===== src/rtl/usb_rx_deserializer_pkg.sv =====
// Shared types and constants for the USB receive bit path: line states, FSM
// encodings, PID fields and the CRC polynomials/residuals used by the checker.
package usb_rx_deserializer_pkg;

    localparam int PKT_MAX_BITS = 100;
    localparam int LEN_W        = $clog2(PKT_MAX_BITS + 1);

    typedef enum logic [1:0] {
        BUS_SE0 = 2'b00,
        BUS_K   = 2'b01,
        BUS_J   = 2'b10,
        BUS_SE1 = 2'b11
    } bus_state_t;

    localparam logic [2:0] ST_IDLE  = 3'd0;
    localparam logic [2:0] ST_SYNC  = 3'd1;
    localparam logic [2:0] ST_DATA  = 3'd2;
    localparam logic [2:0] ST_EOP1  = 3'd3;
    localparam logic [2:0] ST_EOP2  = 3'd4;
    localparam logic [2:0] ST_CHECK = 3'd5;
    localparam logic [2:0] ST_ERR   = 3'd6;

    localparam logic [7:0] PID_ACK   = 8'hD2;
    localparam logic [7:0] PID_SETUP = 8'h2D;
    localparam logic [7:0] PID_DATA0 = 8'hC3;

    localparam logic [1:0] PID_TYPE_TOKEN = 2'b01;
    localparam logic [1:0] PID_TYPE_DATA  = 2'b11;

    localparam logic [4:0]  CRC5_POLY      = 5'h05;
    localparam logic [15:0] CRC16_POLY     = 16'h8005;
    localparam logic [4:0]  CRC5_RESIDUAL  = 5'b01100;
    localparam logic [15:0] CRC16_RESIDUAL = 16'h800D;

endpackage


===== src/rtl/usb_rx_crc_check.sv =====
// Serial CRC5/CRC16 residual checker fed with post-PID bits in wire order.
// Only present when USB_RX_CRC_CHECK_EN is defined.
`ifdef USB_RX_CRC_CHECK_EN
module usb_rx_crc_check
    import usb_rx_deserializer_pkg::*;
(
    input  logic clock,
    input  logic reset,
    input  logic clear,
    input  logic bit_valid,
    input  logic bit_in,
    input  logic is_token,
    output logic residual_ok
);

    logic [4:0]  crc5_q;
    logic [15:0] crc16_q;
    logic        fb5;
    logic        fb16;

    assign fb5  = bit_in ^ crc5_q[4];
    assign fb16 = bit_in ^ crc16_q[15];

    always_ff @(posedge clock or posedge reset) begin
        if (reset) begin
            crc5_q  <= '1;
            crc16_q <= '1;
        end else if (clear) begin
            crc5_q  <= '1;
            crc16_q <= '1;
        end else if (bit_valid) begin
            crc5_q  <= {crc5_q[3:0], 1'b0} ^ (fb5 ? CRC5_POLY : 5'h00);
            crc16_q <= {crc16_q[14:0], 1'b0} ^ (fb16 ? CRC16_POLY : 16'h0000);
        end
    end

    // Feeding the transmitted (inverted) CRC through the register leaves a fixed residual.
    assign residual_ok = is_token ? (crc5_q == CRC5_RESIDUAL) : (crc16_q == CRC16_RESIDUAL);

endmodule
`endif


===== src/rtl/usb_rx_deserializer.sv =====
// USB receive bit path: SYNC detect, NRZI decode, unstuff, EOP detect, packet check.
// Define USB_RX_CRC_CHECK_EN to add the token/data CRC residual check in CHECK.
module usb_rx_deserializer
    import usb_rx_deserializer_pkg::*;
(
    input  logic                    clock,
    input  logic                    reset,
    input  logic                    DP,
    input  logic                    DM,
    input  logic                    rx_enable,
    output logic [PKT_MAX_BITS-1:0] pkt_out,
    output logic [31:0]             pkt_len,
    output logic                    pkt_valid,
    output logic                    rx_error,
    output logic                    rx_busy
);

    localparam logic [LEN_W-1:0] LEN_MAX = LEN_W'(PKT_MAX_BITS);
    localparam logic [LEN_W-1:0] LEN_PID = LEN_W'(8);

    bus_state_t             line_p0;
    bus_state_t             prev_q;
    logic [2:0]             state_q, state_d;
    logic [2:0]             zcnt_q, zcnt_d;
    logic [2:0]             ones_q, ones_d;
    logic [2:0]             jcnt_q, jcnt_d;
    logic [LEN_W-1:0]       len_q;
    logic [PKT_MAX_BITS-1:0] pkt_q;
    logic                   err_pulse_q;
    logic                   is_jk;
    logic                   bit_d;
    logic                   clr;
    logic                   wr_en;
    logic                   crc_ok;
    logic                   pass;
    logic                   in_check;

    // Stage p0: input register on the raw line.
    always_ff @(posedge clock or posedge reset) begin
        if (reset) line_p0 <= BUS_J;
        else       line_p0 <= bus_state_t'({DP, DM});
    end

    assign is_jk = (line_p0 == BUS_J) || (line_p0 == BUS_K);
    assign bit_d = (line_p0 == prev_q);

    always_comb begin
        state_d = state_q;
        zcnt_d  = zcnt_q;
        ones_d  = ones_q;
        jcnt_d  = jcnt_q;
        clr     = 1'b0;
        wr_en   = 1'b0;
        if (!rx_enable) begin
            state_d = ST_IDLE;
        end else begin
            case (state_q)
                ST_IDLE: begin
                    if (line_p0 == BUS_K) begin
                        state_d = ST_SYNC;
                        zcnt_d  = 3'd1;
                    end
                end
                ST_SYNC: begin
                    if (!is_jk) begin
                        state_d = ST_IDLE;
                    end else if (!bit_d) begin
                        if (zcnt_q == 3'd7) state_d = ST_IDLE;
                        else                zcnt_d  = zcnt_q + 3'd1;
                    end else if (zcnt_q == 3'd7) begin
                        state_d = ST_DATA;
                        clr     = 1'b1;
                        ones_d  = 3'd0;
                    end else begin
                        state_d = ST_IDLE;
                    end
                end
                ST_DATA: begin
                    case (line_p0)
                        BUS_SE0: state_d = ST_EOP1;
                        BUS_SE1: state_d = ST_ERR;
                        default: begin
                            // After six 1s the next bit must be the stuffed 0.
                            if (ones_q == 3'd6) begin
                                if (bit_d) state_d = ST_ERR;
                                else       ones_d  = 3'd0;
                            end else if (len_q == LEN_MAX) begin
                                state_d = ST_ERR;
                            end else begin
                                wr_en  = 1'b1;
                                ones_d = bit_d ? ones_q + 3'd1 : 3'd0;
                            end
                        end
                    endcase
                end
                ST_EOP1:  state_d = (line_p0 == BUS_SE0) ? ST_EOP2 : ST_ERR;
                ST_EOP2:  state_d = (line_p0 == BUS_J) ? ST_CHECK : ST_ERR;
                ST_CHECK: state_d = ST_IDLE;
                ST_ERR: begin
                    if (line_p0 == BUS_J) begin
                        if (jcnt_q == 3'd7) state_d = ST_IDLE;
                        else                jcnt_d  = jcnt_q + 3'd1;
                    end else begin
                        jcnt_d = 3'd0;
                    end
                end
                default: state_d = ST_IDLE;
            endcase
        end
        if ((state_d == ST_ERR) && (state_q != ST_ERR)) jcnt_d = 3'd0;
    end

    // Stage p1: FSM, packet assembly and error pulse.
    always_ff @(posedge clock or posedge reset) begin
        if (reset) begin
            state_q     <= ST_IDLE;
            prev_q      <= BUS_J;
            zcnt_q      <= 3'd0;
            ones_q      <= 3'd0;
            jcnt_q      <= 3'd0;
            len_q       <= '0;
            pkt_q       <= '0;
            err_pulse_q <= 1'b0;
        end else begin
            state_q     <= state_d;
            zcnt_q      <= zcnt_d;
            ones_q      <= ones_d;
            jcnt_q      <= jcnt_d;
            err_pulse_q <= (state_d == ST_ERR) && (state_q != ST_ERR);
            if (state_d == ST_IDLE) prev_q <= BUS_J;
            else if (is_jk)         prev_q <= line_p0;
            if (clr) begin
                pkt_q <= '0;
                len_q <= '0;
            end else if (wr_en) begin
                pkt_q[len_q] <= bit_d;
                len_q        <= len_q + LEN_W'(1);
            end
        end
    end

`ifdef USB_RX_CRC_CHECK_EN
    logic crc_bit_valid;
    logic is_token;
    logic is_data;
    logic residual_ok;

    assign crc_bit_valid = wr_en && (len_q >= LEN_PID);
    assign is_token      = (pkt_q[1:0] == PID_TYPE_TOKEN);
    assign is_data       = (pkt_q[1:0] == PID_TYPE_DATA);

    usb_rx_crc_check u_crc (
        .clock       (clock),
        .reset       (reset),
        .clear       (clr),
        .bit_valid   (crc_bit_valid),
        .bit_in      (bit_d),
        .is_token    (is_token),
        .residual_ok (residual_ok)
    );

    assign crc_ok = (is_token || is_data) ? residual_ok : 1'b1;
`else
    assign crc_ok = 1'b1;
`endif

    assign pass     = (len_q >= LEN_PID) && (pkt_q[7:4] == ~pkt_q[3:0]) && crc_ok;
    assign in_check = (state_q == ST_CHECK) && rx_enable;

    assign pkt_out   = pkt_q;
    assign pkt_len   = {{(32 - LEN_W){1'b0}}, len_q};
    assign pkt_valid = in_check && pass;
    assign rx_error  = err_pulse_q || (in_check && !pass);
    assign rx_busy   = (state_q != ST_IDLE);

endmodule


===== config.mk =====
export PLATFORM = sky130hd
export DESIGN_NAME = usb_rx_deserializer
export DESIGN_NICKNAME = d
export VERILOG_FILES = /design/src/rtl/usb_rx_deserializer_pkg.sv /design/src/rtl/usb_rx_crc_check.sv /design/src/rtl/usb_rx_deserializer.sv
export SDC_FILE = /design/constraint.sdc
export NUM_CORES = 1
export LEC_CHECK = 0
export CAP_MARGIN = 0
export CELL_PAD_IN_SITES_DETAIL_PLACEMENT = 0
export CELL_PAD_IN_SITES_GLOBAL_PLACEMENT = 1
export CORE_MARGIN = 5
export CORE_UTILIZATION = 45
export CTS_BUF_LIST = sky130_fd_sc_hd__clkbuf_2 sky130_fd_sc_hd__clkbuf_4 sky130_fd_sc_hd__clkbuf_8
export CTS_CLUSTER_DIAMETER = 120
export DETAILED_ROUTE_END_ITERATION = 10
export GPL_ROUTABILITY_DRIVEN = 1
export PLACE_DENSITY_LB_ADDON = 0.1
export REMOVE_ABC_BUFFERS = 1
export SLEW_MARGIN = 30
export SYNTH_ARGS = -nofsm -noshare
export SYNTH_HDL_FRONTEND = slang
export SYNTH_SLANG_ARGS = --single-unit

===== constraint.sdc =====
create_clock -name clock -period 7.4 [get_ports clock]
set_input_delay 1.48 -clock clock [delete_from_list [all_inputs] [get_ports clock]]
set_output_delay 1.48 -clock clock [all_outputs]
set_load 0.005 [all_outputs]

-- After elaboration in Yosys (flattened, before gate mapping)
Cells that the tools add are included.
Widths: inputs -> output; s select.
- $add $sub $neg: 4
- magnitude comparators: 3
- equality and inequality tests: 27
- multiplexer cells: 53
- bitwise gates (word level): 1
- reductions and logical operators: 23
- operators by type and width (operator ; count):
    $mux 100 ; 2
    $bwmux 100 ; 1
    $mux 3 ; 27
    $eq 3x3->1 const B ; 7
    $pmux 3 s2 ; 3
    $pmux 3 s6 ; 1
    $mux 7 ; 2
    $ne 2x2->1 const B ; 7
    $reduce_bool 2->1 ; 6
    $mux 1 ; 11
    $mux 2 ; 5
    $add 3x1->3 const B ; 3
    $ne 3x3->1 const B ; 3
    $lt 7x8->1 const B ; 1
    $reduce_and 8->1 ; 1
    $add 7x1->7 const B ; 1
    $demux 1 s7 ; 1
    $eq 7x7->1 const B ; 1
    $ge 7x1->1 const B ; 1
    $ge 7x4->1 const B ; 1
    $eq 3x2->1 const B ; 2
    $logic_and 1x1->1 ; 6
    $logic_not 3->1 ; 2
    $reduce_and 6->1 ; 1
    13 further kinds ; 15
- register bits: 124
- input port bits: 5
- output and inout port bits: 135
- logic and storage cells: 120

-- Logic depth before layout (Yosys ltp)
- depth in word-level cells: 10
- depth in mapped cells: 10
- mapped depth without buffers: 7

-- Least setup slack after synthesis
OpenSTA, ideal clock, no wires.
- path kind: input to output
- from: input rx_enable
- to: output pkt_valid
- arrival time: 2.082 ns
- data required time: 5.920 ns
- slack: 3.838 ns
- stages on the path: 3
- buffers on the path: 1
- cell sequence: clkbuf_1 > nand4b_1 > nor4_1
- word-level cells in the longest chain between the ends: 2
- RTL lines (element ; RTL line ; source):
    start: declaration ; usb_rx_deserializer.sv:10 ; input logic rx_enable,
    $logic_and 1x1->1 ; usb_rx_deserializer.sv:168 ; assign in_check = (state_q == ST_CHECK) && rx_enable;
    $logic_and 1x1->1 ; usb_rx_deserializer.sv:172 ; assign pkt_valid = in_check && pass;
    end: declaration ; usb_rx_deserializer.sv:13 ; output logic pkt_valid,
No other way between the ends.

-- Final worst setup path
Same ends and word-level chain as after synthesis.

==> impl_results.html <==
<table>
<tr><th>Metric</th><th>Value</th></tr>
<tr><th colspan="2">Global route</th></tr>
<tr><td>Global-route wire length before repair</td><td>a little under 30000 um</td></tr>
<tr><td>Sum of overflow across all layers after global routing</td><td>0</td></tr>
<tr><td>Pin count of the biggest net entering global routing</td><td>68</td></tr>
<tr><td>Vias in the first global route</td><td>5464</td></tr>
<tr><td>Global router's overall resource usage</td><td>roughly a fifth</td></tr>
<tr><td>Antenna violations before repair</td><td>0</td></tr>
<tr><th colspan="2">CTS</th></tr>
<tr><td>Clock input transition at the sequential cells of the worst setup and hold paths</td><td>~60 ps</td></tr>
<tr><td>Clk buf depth</td><td>2</td></tr>
<tr><td>TritonCTS clock tree</td><td>built</td></tr>
<tr><td>Cell at the root of the clock tree</td><td>sky130_fd_sc_hd__clkbuf_8</td></tr>
<tr><td>Worst-skew pair later-pin latency</td><td>roughly 450 ps</td></tr>
<tr><td>H-tree depth reported by CTS</td><td>4</td></tr>
<tr><td>Clock buffer count from CTS</td><td>17</td></tr>
<tr><td>Number of sinks handled by clock tree synthesis</td><td>between 100 and 150</td></tr>
<tr><td>Number of hold buffers added after CTS</td><td>0</td></tr>
<tr><td>Gates resized, CTS repair</td><td>0</td></tr>
<tr><td>Post CTS Setup Buffer Count</td><td>0</td></tr>
<tr><th colspan="2">Placement</th></tr>
<tr><td>Port Buffer Count</td><td>114</td></tr>
<tr><td>DP Cell Count</td><td>about 960</td></tr>
<tr><td>Worst setup timing slack at the placement stage</td><td>roughly 2800 ps</td></tr>
<tr><td>Final estimated routing congestion in global placement</td><td>approximately 0.8</td></tr>
<tr><td>HPWL after DPL</td><td>about 11000 um</td></tr>
<tr><th colspan="2">Critical path</th></tr>
<tr><td>Critical register-to-register path endpoint</td><td>pkt_out[7]</td></tr>
<tr><td>Slowest-stage cell, CP</td><td>sky130_fd_sc_hd__clkdlybuf4s50_1</td></tr>
<tr><td>Max FO, Critical Path</td><td>9</td></tr>
<tr><td>Cells along the critical path</td><td>clkdlybuf4s50_1 -&gt; nand4b_1 -&gt; nor4_1 -&gt; clkdlybuf4s50_1</td></tr>
<tr><td>Dominant cell type by count on the critical path</td><td>sky130_fd_sc_hd__clkdlybuf4s50_1</td></tr>
<tr><td>Critical Path Max Stage Delay</td><td>~690 ps</td></tr>
<tr><td>Critical Path Source Type</td><td>input pin</td></tr>
<tr><td>Critical Path Sink Type</td><td>primary output</td></tr>
<tr><td>Worst path required time</td><td>just under 6000 ps</td></tr>
<tr><td>Origin of the critical flop-to-flop path</td><td>line_p0[1]</td></tr>
<tr><td>Depth of the worst register-to-register path</td><td>8</td></tr>
<tr><td>Worst reg2reg setup slack</td><td>~4300 ps</td></tr>
<tr><td>Worst setup path class</td><td>in2out</td></tr>
<tr><td>Critical path arrival</td><td>roughly 3000 ps</td></tr>
<tr><th colspan="2">Min path</th></tr>
<tr><td>Hold Path Stages</td><td>1</td></tr>
<tr><td>Destination of the worst hold path</td><td>ones_q[2]</td></tr>
<tr><td>Startpoint of the worst hold path</td><td>ones_q[2]</td></tr>
<tr><td>Type of the most critical hold path</td><td>reg2reg</td></tr>
<tr><th colspan="2">Floorplanning</th></tr>
<tr><td>Number of standard-cell rows in the floorplan</td><td>45</td></tr>
<tr><td>Starting utilization of the core area</td><td>between 40% and 50%</td></tr>
<tr><td>CORE AREA</td><td>between 15000 and 20000 um2</td></tr>
<tr><td>Floorplan die area</td><td>approximately 18000 um2</td></tr>
<tr><td>Ports</td><td>140</td></tr>
<tr><td>Die extent in x</td><td>135 um</td></tr>
<tr><td>Height of the die</td><td>between 100 and 150 um</td></tr>
<tr><th colspan="2">Timing</th></tr>
<tr><td>Upper clock frequency limit</td><td>around 220 MHz</td></tr>
<tr><td>Normalized max-slew margin</td><td>between 30% and 40%</td></tr>
<tr><td>Tmin final</td><td>between 4000 and 5000 ps</td></tr>
<tr><td>Final number of max-transition violations</td><td>0</td></tr>
<tr><td>Accumulated negative setup slack</td><td>0 ps</td></tr>
<tr><td>Layout Skew</td><td>between 10 and 15 ps</td></tr>
<tr><td>Final setup margin</td><td>approximately 2800 ps</td></tr>
<tr><td>Endpoints failing hold</td><td>0</td></tr>
<tr><td>Worst Tran Pin Value</td><td>between 900 and 1000 ps</td></tr>
<tr><td>Unrepaired setup endpoints after global routing</td><td>false</td></tr>
<tr><td>Final worst path period share</td><td>roughly three fifths</td></tr>
<tr><td>Final setup violating endpoints</td><td>0</td></tr>
<tr><th colspan="2">Run</th></tr>
<tr><td>Max-Cap Viols</td><td>0</td></tr>
<tr><th colspan="2">Routing</th></tr>
<tr><td>Count of nets left with antenna violations after detail routing</td><td>0</td></tr>
<tr><td>Per-cell routed wire length</td><td>18.1 um</td></tr>
<tr><td>Final Routed Wirelength</td><td>between 15000 and 20000 um</td></tr>
<tr><td>DR pass1 iterations</td><td>4</td></tr>
<tr><td>Number of vias per cell after detailed routing</td><td>5.31</td></tr>
<tr><td>Vias after detailed routing</td><td>5233</td></tr>
<tr><td>DRC marker count from the first detailed-route iteration</td><td>about 320</td></tr>
<tr><td>Remaining DRCs</td><td>0</td></tr>
<tr><th colspan="2">Yosys</th></tr>
<tr><td>Post-synthesis sequential area ratio</td><td>between 40 and 50%</td></tr>
<tr><td>Synth warn</td><td>0</td></tr>
<tr><td>Top cell type by total area after synthesis</td><td>sky130_fd_sc_hd__dfrtp_1</td></tr>
<tr><td>Cell types occupying the most area after synthesis</td><td>sky130_fd_sc_hd__dfrtp_1 44%, sky130_fd_sc_hd__mux2i_1 15%, sky130_fd_sc_hd__nor4_2 7.9%</td></tr>
<tr><td>Number of distinct library cells after synthesis</td><td>between 50 and 60</td></tr>
<tr><td>Cell with the most instances after synthesis</td><td>sky130_fd_sc_hd__dfrtp_1</td></tr>
<tr><td>Number of enable-type register cells in the synthesized netlist</td><td>0</td></tr>
<tr><td>Post-synthesis cell count</td><td>684</td></tr>
<tr><td>Number of register bits inferred by synthesis</td><td>between 100 and 150</td></tr>
<tr><td>Synth Area per Inst</td><td>around 10 um2</td></tr>
<tr><td>List of most frequent post-synthesis cells</td><td>122 x sky130_fd_sc_hd__dfrtp_1, 105 x sky130_fd_sc_hd__nor2_1, 104 x sky130_fd_sc_hd__mux2i_1, 44 x sky130_fd_sc_hd__nor4_2, 43 x sky130_fd_sc_hd__nor3_1</td></tr>
<tr><td>Prevailing post-synth register cell</td><td>sky130_fd_sc_hd__dfrtp_1</td></tr>
<tr><td>Fraction of synthesized cell area taken by the top area cell type</td><td>between 40 and 50%</td></tr>
<tr><td>Async S/R FF share, synth</td><td>100%</td></tr>
<tr><td>Synthesized area</td><td>approximately 7000 um2</td></tr>
<tr><th colspan="2">Finish</th></tr>
<tr><td>Final-stage net count</td><td>781</td></tr>
<tr><td>Area of the multi-input gates</td><td>approximately 3500 um2</td></tr>
<tr><td>Number of fill cells in the layout</td><td>~1400</td></tr>
<tr><td>Proportion of layout cells with a drive suffix above 1</td><td>13.9%</td></tr>
<tr><td>Area growth from synthesis to final layout</td><td>21.0%</td></tr>
<tr><td>Area used by sequential logic in the layout</td><td>about 3100 um2</td></tr>
<tr><td>Antenna diode count</td><td>0</td></tr>
<tr><td>Post-Layout Cell Count</td><td>just under 1000</td></tr>
<tr><td>End-of-flow core utilization</td><td>roughly 56%</td></tr>
<tr><th colspan="2">Power</th></tr>
<tr><td>Sw Pwr</td><td>approximately 330 uW</td></tr>
<tr><td>Clock Power Share</td><td>a little over two fifths</td></tr>
<tr><td>Worst vdd ir</td><td>roughly 0.077 mV</td></tr>
<tr><td>P per Cell Area</td><td>~160 nW/um2</td></tr>
<tr><td>Internal power</td><td>slightly above 1 mW</td></tr>
<tr><td>Sequential group share of total power</td><td>just over 50%</td></tr>
<tr><td>Overall power consumption</td><td>1.37 mW</td></tr>
<tr><td>Leakage power total</td><td>3.34 nW</td></tr>
<tr><td>Switching part of the total</td><td>~24%</td></tr>
<tr><td>Proportion of power drawn by combinational gates</td><td>6.9%</td></tr>
<tr><th colspan="2">Status</th></tr>
<tr><td>Outcome</td><td>complete, no violations</td></tr>
</table>
-- worst max-delay path by stage --
stage                           from         to  slack (ps)  cells after the start
after global routing       rx_enable  pkt_valid        2700                      4
after CTS                  rx_enable  pkt_valid        2820                      4
after floorplan           line_p0[1]   len_q[0]       -2600                      5
final                      rx_enable  pkt_valid        2830                      4
after detailed placement   rx_enable  pkt_valid        2830                      4
after global placement     rx_enable  pkt_valid        2820                      4
-- power groups by stage --
stage          combinational (mW)  sequential [mW]  clock (mW)
5_1_grt                     0.106            0.690       0.625
6_report                   0.0939            0.690       0.586
3_3_place_gp               0.0899            0.702           0
3_5_place_dp               0.0924            0.703           0
4_1_cts                    0.0926            0.690       0.599
2_1_floorplan              0.0521            0.708           0
-- cell type report --
class | instances | share of cell area [%]
clock buffers | 22 | 3.42
flip-flops and latches | 124 | 36.6
inverters | 12 | 0.561
repair buffers | 123 | 14.5
well taps | 211 | 3.11
multi-input cells | 486 | 40.7
clock inverters | 8 | 1.09
-- worst max-delay path, delay by kind of cell --
family	cells	cell delay, ps
buf+inv	2	1240
simple gates	2	370
-- stage by stage --
stage | cell area (um2) | hold WS (ps)
after floorplan | 6580 | 436
after global placement | 8070 | 454
after CTS | 8450 | 476
final | 8480 | 477
after global routing | 8480 | 519
after detailed placement | 8070 | 465
-- flip-flops by register name, indices dropped and copies added, names as in the netlist --
name,cells
jcnt_q,3
err_pulse_q,1
zcnt_q,3
ones_q,3
prev_q,2
pkt_out,100
line_p0,2
len_q,7
state_q,3
-- cell families after synthesis --
kind of cell / synth area share, %
compound gates: 2.98
xor+xnor: 1.62
fa+ha+maj: 2.14
buf+inv: 8.05
flops: 44.3
mux: 15.0
other cells: 0.0535
simple gates: 25.8
-- routing by layer --
layer,routed length [um],up-vias,global-route usage [%]
met5,0,-,0
met4,283,0,6.05
met3,884,22,5.29
met2,8890,120,34.0
met1,7820,2596,25.6
li1,-,2495,-
-- cells in the final DEF (no fill, tap or decap), types with 8 or more instances in the layout --
| cell type | synthesis | final |
|---|---|---|
| sky130_fd_sc_hd__dfrtp_1 | 122 | 122 |
| sky130_fd_sc_hd__buf_4 | 26 | 8 |
| sky130_fd_sc_hd__o21ai_0 | 8 | 8 |
| sky130_fd_sc_hd__nor2_1 | 105 | 104 |
| sky130_fd_sc_hd__nor4_1 | 20 | 20 |
| sky130_fd_sc_hd__mux2i_1 | 104 | 104 |
| sky130_fd_sc_hd__nor3_1 | 43 | 42 |
| sky130_fd_sc_hd__clkbuf_8 | 0 | 20 |
| sky130_fd_sc_hd__nand2_1 | 28 | 28 |
| sky130_fd_sc_hd__nand3_1 | 17 | 17 |
| sky130_fd_sc_hd__ha_1 | 12 | 12 |
| sky130_fd_sc_hd__nor4_2 | 44 | 44 |
| sky130_fd_sc_hd__xnor2_1 | 9 | 9 |
| sky130_fd_sc_hd__inv_1 | 12 | 11 |
| sky130_fd_sc_hd__clkdlybuf4s50_1 | 0 | 114 |
| sky130_fd_sc_hd__conb_1 | 1 | 25 |
| sky130_fd_sc_hd__nor2b_1 | 9 | 9 |
Power figures use the tool's default switching activity.
==> variant, RTL diff (same settings) <==
The package constant `PKT_MAX_BITS` goes from 100 to 200.
--- a/src/rtl/usb_rx_deserializer_pkg.sv
+++ b/src/rtl/usb_rx_deserializer_pkg.sv
@@ -3,5 +3,5 @@
 package usb_rx_deserializer_pkg;
 
-    localparam int PKT_MAX_BITS = 100;
+    localparam int PKT_MAX_BITS = 200;
     localparam int LEN_W        = $clog2(PKT_MAX_BITS + 1);
 
Interface: changed (resized pkt_out); port bits go from 140 to 240. The function was not compared with the original's and may differ.
==> variant against the unedited design <==
  * Sequential power grew 80%
  * Design area grew 68%
  * Hold slack gained 40 ps
  * Sequential cell count grew 101
  * Synthesized area grew 62%
  * Combinational power shrank 2%
  * Clock power grew 100%
  * Routed wire length grew 83%
  * Global-route usage grew 2.4 points
  * Worst setup slack gained 110 ps
  * Non-clock buffer count grew 102
  * Synthesized cell count grew 68%
  * Power grew 83%
  * Register-to-register slack lost 440 ps
  * Largest power group unchanged
  * Highest routed layer unchanged
==> variant: results (changes against the unedited design) <==
Post-Route Skew - 14.8 ps (+2.87 ps)
DR iter-0 viols - 848 (+160%)
H-tree Lvls - 2 (-2)
Slew HR - 25.2% (-13 points)
Met3 GRT Util - 5.58% (+0.29 points)
Pleak - 5.88 nW (+76%)
Met3 WL - 2320 µm (+160%)
Area growth, synth to finish - 25.8%
Run status - completed
Clock buf count - 62 (+180%)
Num sequential - 225 (+81%)
Post-synthesis compound-gate area fraction - 1.41% (-1.6 points)
Placement Setup Slack - 2750 ps (-79.4 ps)
CTS max path bufs - 3 (+1)
Vias per cell - 5.34 (+0.69%)
CP arrival - 2980 ps (-110 ps)
Net Sw Frac - 23.6% (-0.74 points)
Seq pwr - 1.24 mW (+80%)
Layout Nets - 1327 (+70%)
Met2 WL - 14800 µm (+66%)
Number of non-clock buffers - 225 (+83%)
Mux contribution to synthesized area - 18.3% (+3.3 points)
Synth top area cells - dfrtp_1 (49%), mux2i_1 (18%), nor3_1 (8.3%), nor2_1 (7.3%), clkbuf_1 (2.2%)
Area after DPL - 13500 µm² (+67%)
Post-Synth XOR/XNOR Area - 0.925% (-0.70 points)
Sequential cell area share - 39.4% (+2.8 points)
Placer Congestion - 0.777 (-3.1%)
variant: stage by stage:
step | util (%) | std cells | hold WS (ps) | setup TNS, ps
after floorplan | - | 1041 | 489 | -800590
after CTS | 57.1 | 1663 | 521 | 0
after detailed placement | 53.9 | 1596 | 509 | 0
after global placement | 53.9 | 1596 | 501 | 0
after global routing | 57.1 | 1663 | 535 | 0
final | 57.1 | 1663 | 518 | 0
variant: worst paths after layout:
| path | end | slack [ps] | cells after the start |
|---|---|---|---|
| setup / recovery | pkt_valid | 2940 | 4 |
| hold / removal | pkt_out[192] | 520 | 2 |
| setup reg to reg | pkt_out[164] | 3890 | 8 |
| hold reg to reg | pkt_out[192] | 520 | 2 |
| max in group asynchronous | pkt_out[36] | 4470 | 3 |
| min in group asynchronous | pkt_out[25] | 1520 | 2 |
variant: worst min-delay path: cells and delay by family (launching register included):
kind             cells  cell delay (ps)
flip-flops           1              340
multiplexers         1               70
AND/OR/NAND/NOR      1               70
